--- config.mk ---
export PLATFORM = sky130hd
export DESIGN_NAME = regfile_wb_arbiter
export DESIGN_NICKNAME = d
export VERILOG_FILES = /design/src/rtl/regfile_pkg.sv /design/src/rtl/regfile_wb_arbiter_fifo.sv /design/src/rtl/regfile_wb_arbiter.sv
export SDC_FILE = /design/constraint.sdc
export NUM_CORES = 1
export LEC_CHECK = 0
export CORE_UTILIZATION = 45
export CTS_CLUSTER_SIZE = 25
export DETAILED_ROUTE_END_ITERATION = 7
export DONT_BUFFER_PORTS = 1
export SYNTH_ARGS = -nofsm -noshare
export SYNTH_HDL_FRONTEND = slang
export SYNTH_HIERARCHICAL = 1
export SYNTH_SLANG_ARGS = --single-unit
--- constraint.sdc ---
create_clock -name clk -period 2.4 [get_ports clk]
set_input_delay 0.48 -clock clk [delete_from_list [all_inputs] [get_ports clk]]
set_output_delay 0.48 -clock clk [all_outputs]
set_load 0.05 [all_outputs]
--- src/rtl/regfile_pkg.sv ---
// regfile_pkg: shared types for the register-file writeback path.
package regfile_pkg;
   localparam int NUM_REGS  = 16;
   localparam int WB_DATA_W = 16;
   typedef logic [3:0] reg_id_t;
   typedef struct packed {
      reg_id_t                rd;
      logic [WB_DATA_W-1:0]   data;
   } wb_req_t;
   typedef enum logic {REQ_EX, REQ_MEM} req_e;
endpackage

--- src/rtl/regfile_wb_arbiter_fifo.sv ---
// wb_fifo: small synchronous FIFO of writeback requests.
module wb_fifo
   import regfile_pkg::*;
#(
   parameter int DEPTH = 2
) (
   input  logic    clk,
   input  logic    rst,
   input  logic    push_i,
   input  logic    pop_i,
   input  wb_req_t din_i,
   output logic    full_o,
   output logic    empty_o,
   output wb_req_t head_o
);
   localparam int AW = DEPTH > 1 ? $clog2(DEPTH) : 1;
   localparam int CW = $clog2(DEPTH + 1);
   wb_req_t        mem_q [DEPTH];
   logic [AW-1:0]  rd_q, wr_q;
   logic [CW-1:0]  cnt_q;
   function automatic logic [AW-1:0] nxt(input logic [AW-1:0] p);
      return p == AW'(DEPTH - 1) ? '0 : p + 1'b1;
   endfunction
   assign full_o  = cnt_q == CW'(DEPTH);
   assign empty_o = cnt_q == '0;
   assign head_o  = mem_q[rd_q];
   always_ff @(posedge clk) begin
      if (push_i) mem_q[wr_q] <= din_i;
   end
   always_ff @(posedge clk or posedge rst) begin
      if (rst) begin
         rd_q  <= '0;
         wr_q  <= '0;
         cnt_q <= '0;
      end else begin
         if (push_i) wr_q <= nxt(wr_q);
         if (pop_i) rd_q <= nxt(rd_q);
         cnt_q <= cnt_q + CW'(push_i) - CW'(pop_i);
      end
   end
endmodule

--- src/rtl/regfile_wb_arbiter.sv ---
// regfile_wb_arbiter: round-robin arbiter sharing the register-file write port
// between EX and MEM writeback queues, with a per-register pending scoreboard.
module regfile_wb_arbiter
   import regfile_pkg::*;
#(
   parameter int DATA_W     = 16,
   parameter int FIFO_DEPTH = 2
) (
   input  logic              clk,
   input  logic              rst,
   input  logic              ex_valid,
   output logic              ex_ready,
   input  logic [3:0]        ex_reg,
   input  logic [DATA_W-1:0] ex_data,
   input  logic              mem_valid,
   output logic              mem_ready,
   input  logic [3:0]        mem_reg,
   input  logic [DATA_W-1:0] mem_data,
   output logic [3:0]        DstReg,
   output logic              WriteReg,
   output logic [DATA_W-1:0] DstData,
   output logic [15:0]       pend_mask
);
   localparam int CW = $clog2(2 * FIFO_DEPTH + 2);
   logic        ex_full, ex_empty, mem_full, mem_empty;
   logic        ex_push, mem_push, grant_ex, grant_mem, same;
   wb_req_t     ex_head, mem_head, win;
   req_e        ptr_q, ptr_d;
   reg_id_t     dst_reg_q;
   logic        write_reg_q;
   logic [DATA_W-1:0] dst_data_q;
   logic [CW-1:0] cnt_q [NUM_REGS];
   logic [CW-1:0] cnt_d [NUM_REGS];
   assign ex_ready  = !ex_full;
   assign mem_ready = !mem_full;
   assign ex_push   = ex_valid && ex_ready;
   assign mem_push  = mem_valid && mem_ready;
   wb_fifo #(.DEPTH(FIFO_DEPTH)) u_ex_fifo (
      .clk(clk), .rst(rst), .push_i(ex_push), .pop_i(grant_ex),
      .din_i('{rd: ex_reg, data: WB_DATA_W'(ex_data)}),
      .full_o(ex_full), .empty_o(ex_empty), .head_o(ex_head)
   );
   wb_fifo #(.DEPTH(FIFO_DEPTH)) u_mem_fifo (
      .clk(clk), .rst(rst), .push_i(mem_push), .pop_i(grant_mem),
      .din_i('{rd: mem_reg, data: WB_DATA_W'(mem_data)}),
      .full_o(mem_full), .empty_o(mem_empty), .head_o(mem_head)
   );
   // MEM holds the older instruction, so it wins a same-register collision.
   always_comb begin
      same      = !ex_empty && !mem_empty && ex_head.rd == mem_head.rd && ex_head.rd != '0;
      grant_mem = !mem_empty && (ex_empty || same || ptr_q == REQ_MEM);
      grant_ex  = !ex_empty && !grant_mem;
      win       = grant_mem ? mem_head : ex_head;
      ptr_d     = grant_mem ? REQ_EX : grant_ex ? REQ_MEM : ptr_q;
   end
   always_comb begin
      for (int r = 0; r < NUM_REGS; r++) begin
         cnt_d[r] = cnt_q[r] + CW'(ex_push && ex_reg == reg_id_t'(r))
                             + CW'(mem_push && mem_reg == reg_id_t'(r))
                             - CW'(write_reg_q && dst_reg_q == reg_id_t'(r));
      end
      cnt_d[0] = '0;
   end
   always_comb begin
      pend_mask = '0;
      for (int r = 1; r < NUM_REGS; r++) pend_mask[r] = cnt_q[r] != '0;
   end
   always_ff @(posedge clk or posedge rst) begin
      if (rst) begin
         ptr_q       <= REQ_MEM;
         dst_reg_q   <= '0;
         write_reg_q <= 1'b0;
         dst_data_q  <= '0;
         for (int r = 0; r < NUM_REGS; r++) cnt_q[r] <= '0;
      end else begin
         ptr_q       <= ptr_d;
         write_reg_q <= (grant_ex || grant_mem) && win.rd != '0;
         if (grant_ex || grant_mem) begin
            dst_reg_q  <= win.rd;
            dst_data_q <= DATA_W'(win.data);
         end
         for (int r = 0; r < NUM_REGS; r++) cnt_q[r] <= cnt_d[r];
      end
   end
   assign DstReg   = dst_reg_q;
   assign WriteReg = write_reg_q;
   assign DstData  = dst_data_q;
endmodule
==> out/summary.txt, run 1 <==
Initial DRC Count - 213
Final setup viols - 15
Max-slew headroom - 0.513
Worst Hold Class - in2reg
Final hold violations - 0
Vias in the first global route - 4798
Hold path depth - 0
Failing checks - negative setup slack
Maximum VDD drop - 683 uV
Worst setup EP type - flop
GP Congestion - 0.825
Mapped Nets - 664
Mapped Cells - 571
Synth cell count leaders - edfxtp_1 (80), dfrtp_1 (74), inv_1 (68)
Footprint of the multi-input gates - 0.00350 mm^2
Pre-CTS setup slack - -157 ps
Fmax - 397 MHz
Fraction of registers with async set/reset - 0.484
Util after Layout - 0.560
Chip height - 133 um
Crit path kind - reg2reg
Mapped Area - 0.00770 mm^2
Dpl hpwl - 11000 um
Most common cell in the netlist - edfxtp_1
CTS HTree Levels - 4
CP Launch Type - flop
Yosys cell types - 45
Tot GR Track Use - 0.190
First-pass GRT wire length - 25000 um
Routed wire per std cell - 18.6 um
RSZ-0062 raised after global routing - true
Worst-Margin Slew - 730 ps
Number of port buffers - 0
Fill cells - 1356
Crit path max-delay cell type - fa_2
NumNets Final - 715
Arrival time worst endpoint - 2820 ps
Antenna cells - 0
Initial Util - 0.463
Remaining antenna violation count - 0
Worst endpoint required time - 2700 ps
Worst Skew - 13.2 ps
Total core area - 0.0166 mm^2
R2R Path Start - u_ex_fifo/cnt_q[1]$_DFF_PP0_
PD cells - 1520 mW/mm^2
Worst reg2reg setup slack - -120 ps
Worst Setup SP - u_ex_fifo/cnt_q[1]$_DFF_PP0_
# Max-Cap Violations - 0
Drt first pass iters - 6
EDFF count, synth - 80
CTS max path bufs - 2
Total power - 14.1 mW
Top Ports - 83
Pin count of the biggest net entering global routing - 34
CTS root buffer - clkbuf_16
# DRC - 0
Hold endpoint - u_ex_fifo/mem_q[0][1]$_DFFE_PP_
Num rows - 47
Yosys reg bits - 155
Clock Latency Late Sink - 430 ps
Clk pin slew, worst setup/hold paths - 70 ps
Min-delay src - ex_data[1]
CP Cell Sequence - nor2b_4 > nor2b_4 > and3b_2 > nand2_2 > ha_4 > inv_2 > fa_2 > fa_2 > xnor2_2 > xnor2_1
Total routed wirelength - 15900 um
Synth warnings - 6
CTS Sinks - 155
CP max FO - 5
Die ar. - 0.0176 mm^2
Top-area cell type share of the netlist area - 0.312
Fin. max-slew vios - 0
Horiz. Die Dim - 133 um
Minimum clock period - 2520 ps
Synth Flop Type - edfxtp_1
Final period utilization - 1.05
Reg2Reg Capture Point - cnt_q[35]$_DFF_PP0_
Synth top area cells - edfxtp_1 (31%), dfrtp_1 (24%), fa_1 (7.8%)
FF+latch area - 0.00429 mm^2
CTS tree - built
PnR worst setup slack - -119 ps
Via density - 5.25
Sequential area share after synthesis - 0.556
Initial antenna violation count - 0
GRT overflow - 0
R2r worst-path depth - 10
P_leak - 3.79 nW
Via count - 4487
Status - finished with violations
Synth area leader - edfxtp_1
Layout cells sized above 1 - 0.376
CTS buffer count - 17
Area added between synthesis and finish - 21.0%
Worst path max stage delay - 380 ps
Avg Cell Area, Syn - 13.5 um^2
## cells by family (layout without fill, tap and decap cells)
logic type	after synthesis	in the layout	share of synthesized area
AOI/OAI and AO/OA	47	47	0.0476
adders and majority gates	49	49	0.109
other	1	1	0.000487
and+or+nand+nor	139	139	0.0892
xor gates and xnor gates	39	39	0.0483
buffers and inverters	84	148	0.0478
muxes	57	57	0.102
DFF	155	155	0.556
## registers in the layout, summed over array words and instances, names as in the netlist, 2 cells and up
signal / flops
cnt_q: 45
u_ex_fifo/mem_q: 40
u_mem_fifo/mem_q: 40
DstData: 16
DstReg: 4
u_ex_fifo/cnt_q: 2
u_mem_fifo/cnt_q: 2
## report_power, final
group	internal (mW)	switching, mW	leakage [nW]
Sequential	3.92	1.16	1.61
Combinational	2.97	3.33	1.89
Clock	1.66	1.11	0.286
## worst max-delay path: cells and delay by family (launching register included)
| family | cells | cell delay [ps] |
|---|---|---|
| xor gates and xnor gates | 2 | 280 |
| DFF | 1 | 370 |
| and+or+nand+nor | 4 | 680 |
| buffers and inverters | 1 | 40 |
| adders and majority gates | 3 | 1030 |
## metrics by stage
stage	instances	TNS (ps)	hold slack [ps]	cell area (um^2)
global route	855	-2300	121	9320
CTS	846	-775	123	9070
finish	855	-972	142	9320
detailed placement	811	-1280	270	8280
global placement	811	-662	263	8280
floorplan	571	-281	246	7830
## worst max path at each step
| stage | slack, ps | endpoint | depth (start not counted) |
|---|---|---|---|
| 2_1_floorplan | -100 | u_mem_fifo/cnt_q[1]$_DFF_PP0_ | 11 |
| 3_3_place_gp | -90 | cnt_q[14]$_DFF_PP0_ | 10 |
| 3_5_place_dp | -160 | cnt_q[14]$_DFF_PP0_ | 10 |
| 4_1_cts | -120 | cnt_q[5]$_DFF_PP0_ | 10 |
| 5_1_grt | -210 | cnt_q[41]$_DFF_PP0_ | 10 |
| 6_report | -120 | cnt_q[35]$_DFF_PP0_ | 10 |
## cell type report
| class | count | share of cell area |
|---|---|---|
| Multi-Input combinational cell | 332 | 0.376 |
| Inverter | 68 | 0.0277 |
| Tap cell | 220 | 0.0295 |
| Clock buffer | 18 | 0.0461 |
| Clock inverter | 14 | 0.0197 |
| Sequential cell | 155 | 0.460 |
| Timing Repair Buffer | 48 | 0.0407 |
## layout by cell type (no fill, tap or decap), types with 3 or more instances in the layout
cell type	count
nor2_1	23
nor2b_4	3
and2_1	4
fa_1	3
nor3_1	6
a211oi_1	3
buf_4	45
o21ai_0	16
a311oi_1	3
inv_2	10
nand2_1	40
xor2_1	8
nand3b_1	4
inv_1	57
nand2b_1	6
ha_1	7
bufinv_16	3
nand3_1	4
dfrtp_1	67
mux2_2	18
mux2_4	38
fa_2	27
inv_6	5
xnor2_2	10
xnor2_1	18
a221o_1	16
o22ai_1	4
nor2b_2	3
clkbuf_16	17
edfxtp_1	80
or2_4	3
dfrtp_2	7
nand2_4	3
or3_1	16
nor2_2	3
nand2_2	5
ha_4	12
clkinvlp_4	4
## layer usage
layer / up-vias / GRT usage / routed length (um)
met2: 133 / 0.322 / 8210
met5: - / 0 / 0
li1: 2054 / - / -
met3: 27 / 0.0579 / 1150
met4: 0 / 0.0754 / 316
met1: 2273 / 0.226 / 6230
## what timing repair did
| item | 4_1_cts | 5_1_grt |
|---|---|---|
| pin swaps | 19 | 39 |
| resized for setup | 34 | 40 |
| hold buffers | 1 | 0 |
| setup buffers | 2 | 9 |
| endpoints found under the hold margin | 26 | 0 |
| endpoints found under the setup margin | 20 | 26 |
Note: power is estimated with default switching activity, not from simulation.
==> run 2, diff against run 1 <==
--- a/config.mk
+++ b/config.mk
@@ -5,6 +5,7 @@
 export SDC_FILE = /design/constraint.sdc
 export NUM_CORES = 1
 export LEC_CHECK = 0
+export CAP_MARGIN = 40
 export CORE_UTILIZATION = 45
 export CTS_CLUSTER_SIZE = 25
 export DETAILED_ROUTE_END_ITERATION = 7
==> constraint.sdc (replaced) <==
create_clock -name clk -period 2.4 [get_ports clk]
set_input_delay 0.36 -clock clk [delete_from_list [all_inputs] [get_ports clk]]
set_output_delay 0.36 -clock clk [all_outputs]
set_load 0.05 [all_outputs]
==> run 2 against run 1 <==
  * The flow still finishes with violations (negative setup slack)
  * Utilization fell by 0.50 points
  * Register-to-register slack improved by 40 ps
  * Sequential cell count is the same
  * Hold slack worse by 110 ps
  * Critical path depth unchanged
  * Clock power is essentially flat
  * Non-clock buffer count shrank 4
  * Final cell count shrank 0.47%
  * Largest power group unchanged
==> out/summary.txt, run 2 (synthesis gave the netlist of run 1 again) <==
Status - finished with violations
Failing checks - negative setup slack
NumNets Final - 711 (-0.56%)
Max reg flops - 45 (unchanged)
CP Launch Type - flop
Pin count of the biggest net entering global routing - 56 (+65%)
Commonest non-fill, non-tap cell in the layout - edfxtp_1
Minimum clock period - 2480 ps (-38.9 ps)
Net Sw Frac - 0.400 (+0.00425)
R2R Path Start - u_ex_fifo/cnt_q[1]$_DFF_PP0_
Initial antenna violation count - 0 (unchanged)
Setup TNS - -334 ps (+638 ps)
Drt first pass iters - 4 (-2)
Worst setup path end - cnt_q[41]$_DFF_PP0_
CTS Sinks - 155 (unchanged)
PD cells - 1520 mW/mm^2 (-0.12%)
CTS tree - built
Area added between synthesis and finish - 20.0%
Crit path max-delay cell type - dfrtp_1
# DRC - 0 (unchanged)
Reg2Reg Capture Point - cnt_q[41]$_DFF_PP0_
Fill cells - 1339 (-1.3%)
# Max-Cap Violations - 0 (unchanged)
Combinational fraction of design power - 0.441 (-0.004)
Fin. max-slew vios - 0 (unchanged)
Horiz. Die Dim - 133 um (unchanged)
Vias in the first global route - 4720 (-1.6%)
Via count - 4415 (-1.6%)
Worst-Margin Slew - 528 ps (-201 ps)
Biggest register - cnt_q
Via density - 5.19 (-1.1%)
Internal power - 8.40 mW (-1.7%)
RSZ-0062 raised after global routing - true
CTS buffer count - 17 (unchanged)
Worst reg2reg setup slack - -80 ps (+40 ps)
Seq pwr share - 0.364 (+0.005)
Worst Skew - 9.95 ps (-3.20 ps)
Remaining antenna violation count - 0 (unchanged)
Routed wire per std cell - 18.2 um (-2.1%)
Top Ports - 83 (unchanged)
Clock share of power - 0.195 (about the same)
Final setup viols - 9 (-6)
Worst endpoint required time - 2700 ps (about the same)
Dpl hpwl - 11100 um (+0.59%)
Worst Setup SP - u_ex_fifo/cnt_q[1]$_DFF_PP0_
Initial Util - 0.463 (unchanged)
Number of port buffers - 0 (unchanged)
Util after Layout - 0.555 (-0.00496)
Inst Count DP - 811 (unchanged)
First-pass GRT wire length - 24900 um (-0.66%)
CTS root buffer - clkbuf_16
Antenna cells - 0 (unchanged)
Die ar. - 0.0176 mm^2 (unchanged)
Max-slew headroom - 0.648 (+0.135)
R2r worst-path depth - 10 (unchanged)
Finished Layout Cells - 851 (-0.47%)
GRT overflow - 0 (unchanged)
P_leak - 3.72 nW (-1.7%)
Num rows - 47 (unchanged)
Maximum VDD drop - 657 uV (-3.9%)
Layout cells sized above 1 - 0.371 (-0.00554)
Total routed wirelength - 15500 um (-2.5%)
CP Cell Sequence - nor2b_4 > nor2b_4 > nor3b_4 > nand2_2 > ha_4 > inv_2 > fa_2 > fa_2 > xnor2_2 > xnor2_1
Most frequent cells in the layout - edfxtp_1 (80), dfrtp_1 (67), inv_1 (58), nand2_1 (42), buf_4 (41)
Clock Latency Late Sink - 420 ps (about the same)
Initial DRC Count - 270 (+27%)
Fmax - 403 MHz (+1.6%)
Arrival time worst endpoint - 2780 ps (-40 ps)
CP max FO - 5 (unchanged)
Worst path max stage delay - 380 ps (about the same)
Clk pin slew, worst setup/hold paths - 70 ps (about the same)
PnR worst setup slack - -79.8 ps (+38.9 ps)
Worst Hold Class - in2reg
GP Congestion - 0.826 (about the same)
Total core area - 0.0166 mm^2 (unchanged)
NetSw - 5.61 mW (about the same)
Worst setup EP type - flop
Final hold violations - 0 (unchanged)
Tot GR Track Use - 0.189 (-0.00151)
Crit path kind - reg2reg
Largest registers - cnt_q x45, u_ex_fifo/mem_q x40, u_mem_fifo/mem_q x40
Final period utilization - 1.03 (-0.0162)
CTS HTree Levels - 4 (unchanged)
Chip height - 133 um (unchanged)
CTS max path bufs - 2 (unchanged)
run 2: power groups by stage:
| stage | Combinational (mW) | Clock (mW) | Sequential (mW) |
|---|---|---|---|
| after floorplan | 4.53 | 0 | 5.04 |
| after global placement | 5.59 | 0 | 5.06 |
| after detailed placement | 5.86 | 0 | 5.10 |
| after CTS | 6.02 | 2.78 | 5.08 |
| after global routing | 6.81 | 2.89 | 5.21 |
| final | 6.18 | 2.73 | 5.09 |
run 2: critical path, delay by kind of cell, from the launching register on:
family / cells / cell delay [ps]
XOR/XNOR: 2 / 260
adder cells (fa/ha/maj): 3 / 1000
AND/OR/NAND/NOR: 4 / 710
buffers and inverters: 1 / 30
flip-flops: 1 / 380
run 2: how the worst min path moves through the flow:
stage,start,endpoint,slack [ps],cells past startpoint
global placement,rst,u_mem_fifo/rd_q$_DFFE_PP0P_,150,1
floorplan,rst,u_ex_fifo/cnt_q[0]$_DFF_PP0_,130,1
CTS,mem_data[0],u_mem_fifo/mem_q[0][0]$_DFFE_PP_,10,0
global route,mem_data[0],u_mem_fifo/mem_q[0][0]$_DFFE_PP_,10,0
finish,mem_data[0],u_mem_fifo/mem_q[0][0]$_DFFE_PP_,30,0
detailed placement,rst,u_ex_fifo/cnt_q[0]$_DFF_PP0_,150,1
run 2: cell type report:
type / instances / area (um^2) / share of cell area
flip-flops and latches: 155 / 4290 / 0.464
multi-input cells: 332 / 3460 / 0.374
clock buffers: 17 / 425 / 0.0461
repair buffers: 44 / 349 / 0.0378
well taps: 220 / 275 / 0.0298
inverters: 68 / 255 / 0.0276
clock inverters: 15 / 183 / 0.0198
run 2: routing by layer:
| layer | vias to the layer above | track usage | share of wire |
|---|---|---|---|
| met3 | 20 | 0.0448 | 0.063 |
| met1 | 2229 | 0.236 | 0.42 |
| met2 | 121 | 0.309 | 0.51 |
| li1 | 2045 | - | - |
| met5 | - | 0 | 0 |
| met4 | 0 | 0.0907 | 0.015 |
run 2: repair_timing:
item,in CTS,in global routing
hold buffers,1,0
pin swaps,20,33
gates resized for setup,27,39
hold endpoints to repair,19,0
buffers inserted,2,6
endpoints found under the setup margin,18,22
run 2: through the flow:
stage	total power [mW]	setup slack, ps	instance area, um^2	hold slack, ps
2_1_floorplan	9.57	-97.0	7830	126
3_3_place_gp	10.7	-53.1	8280	147
3_5_place_dp	11.0	-127	8280	148
4_1_cts	13.9	-76.6	9010	14.3
5_1_grt	14.9	-178	9240	11.5
6_report	14.0	-79.8	9240	33.7
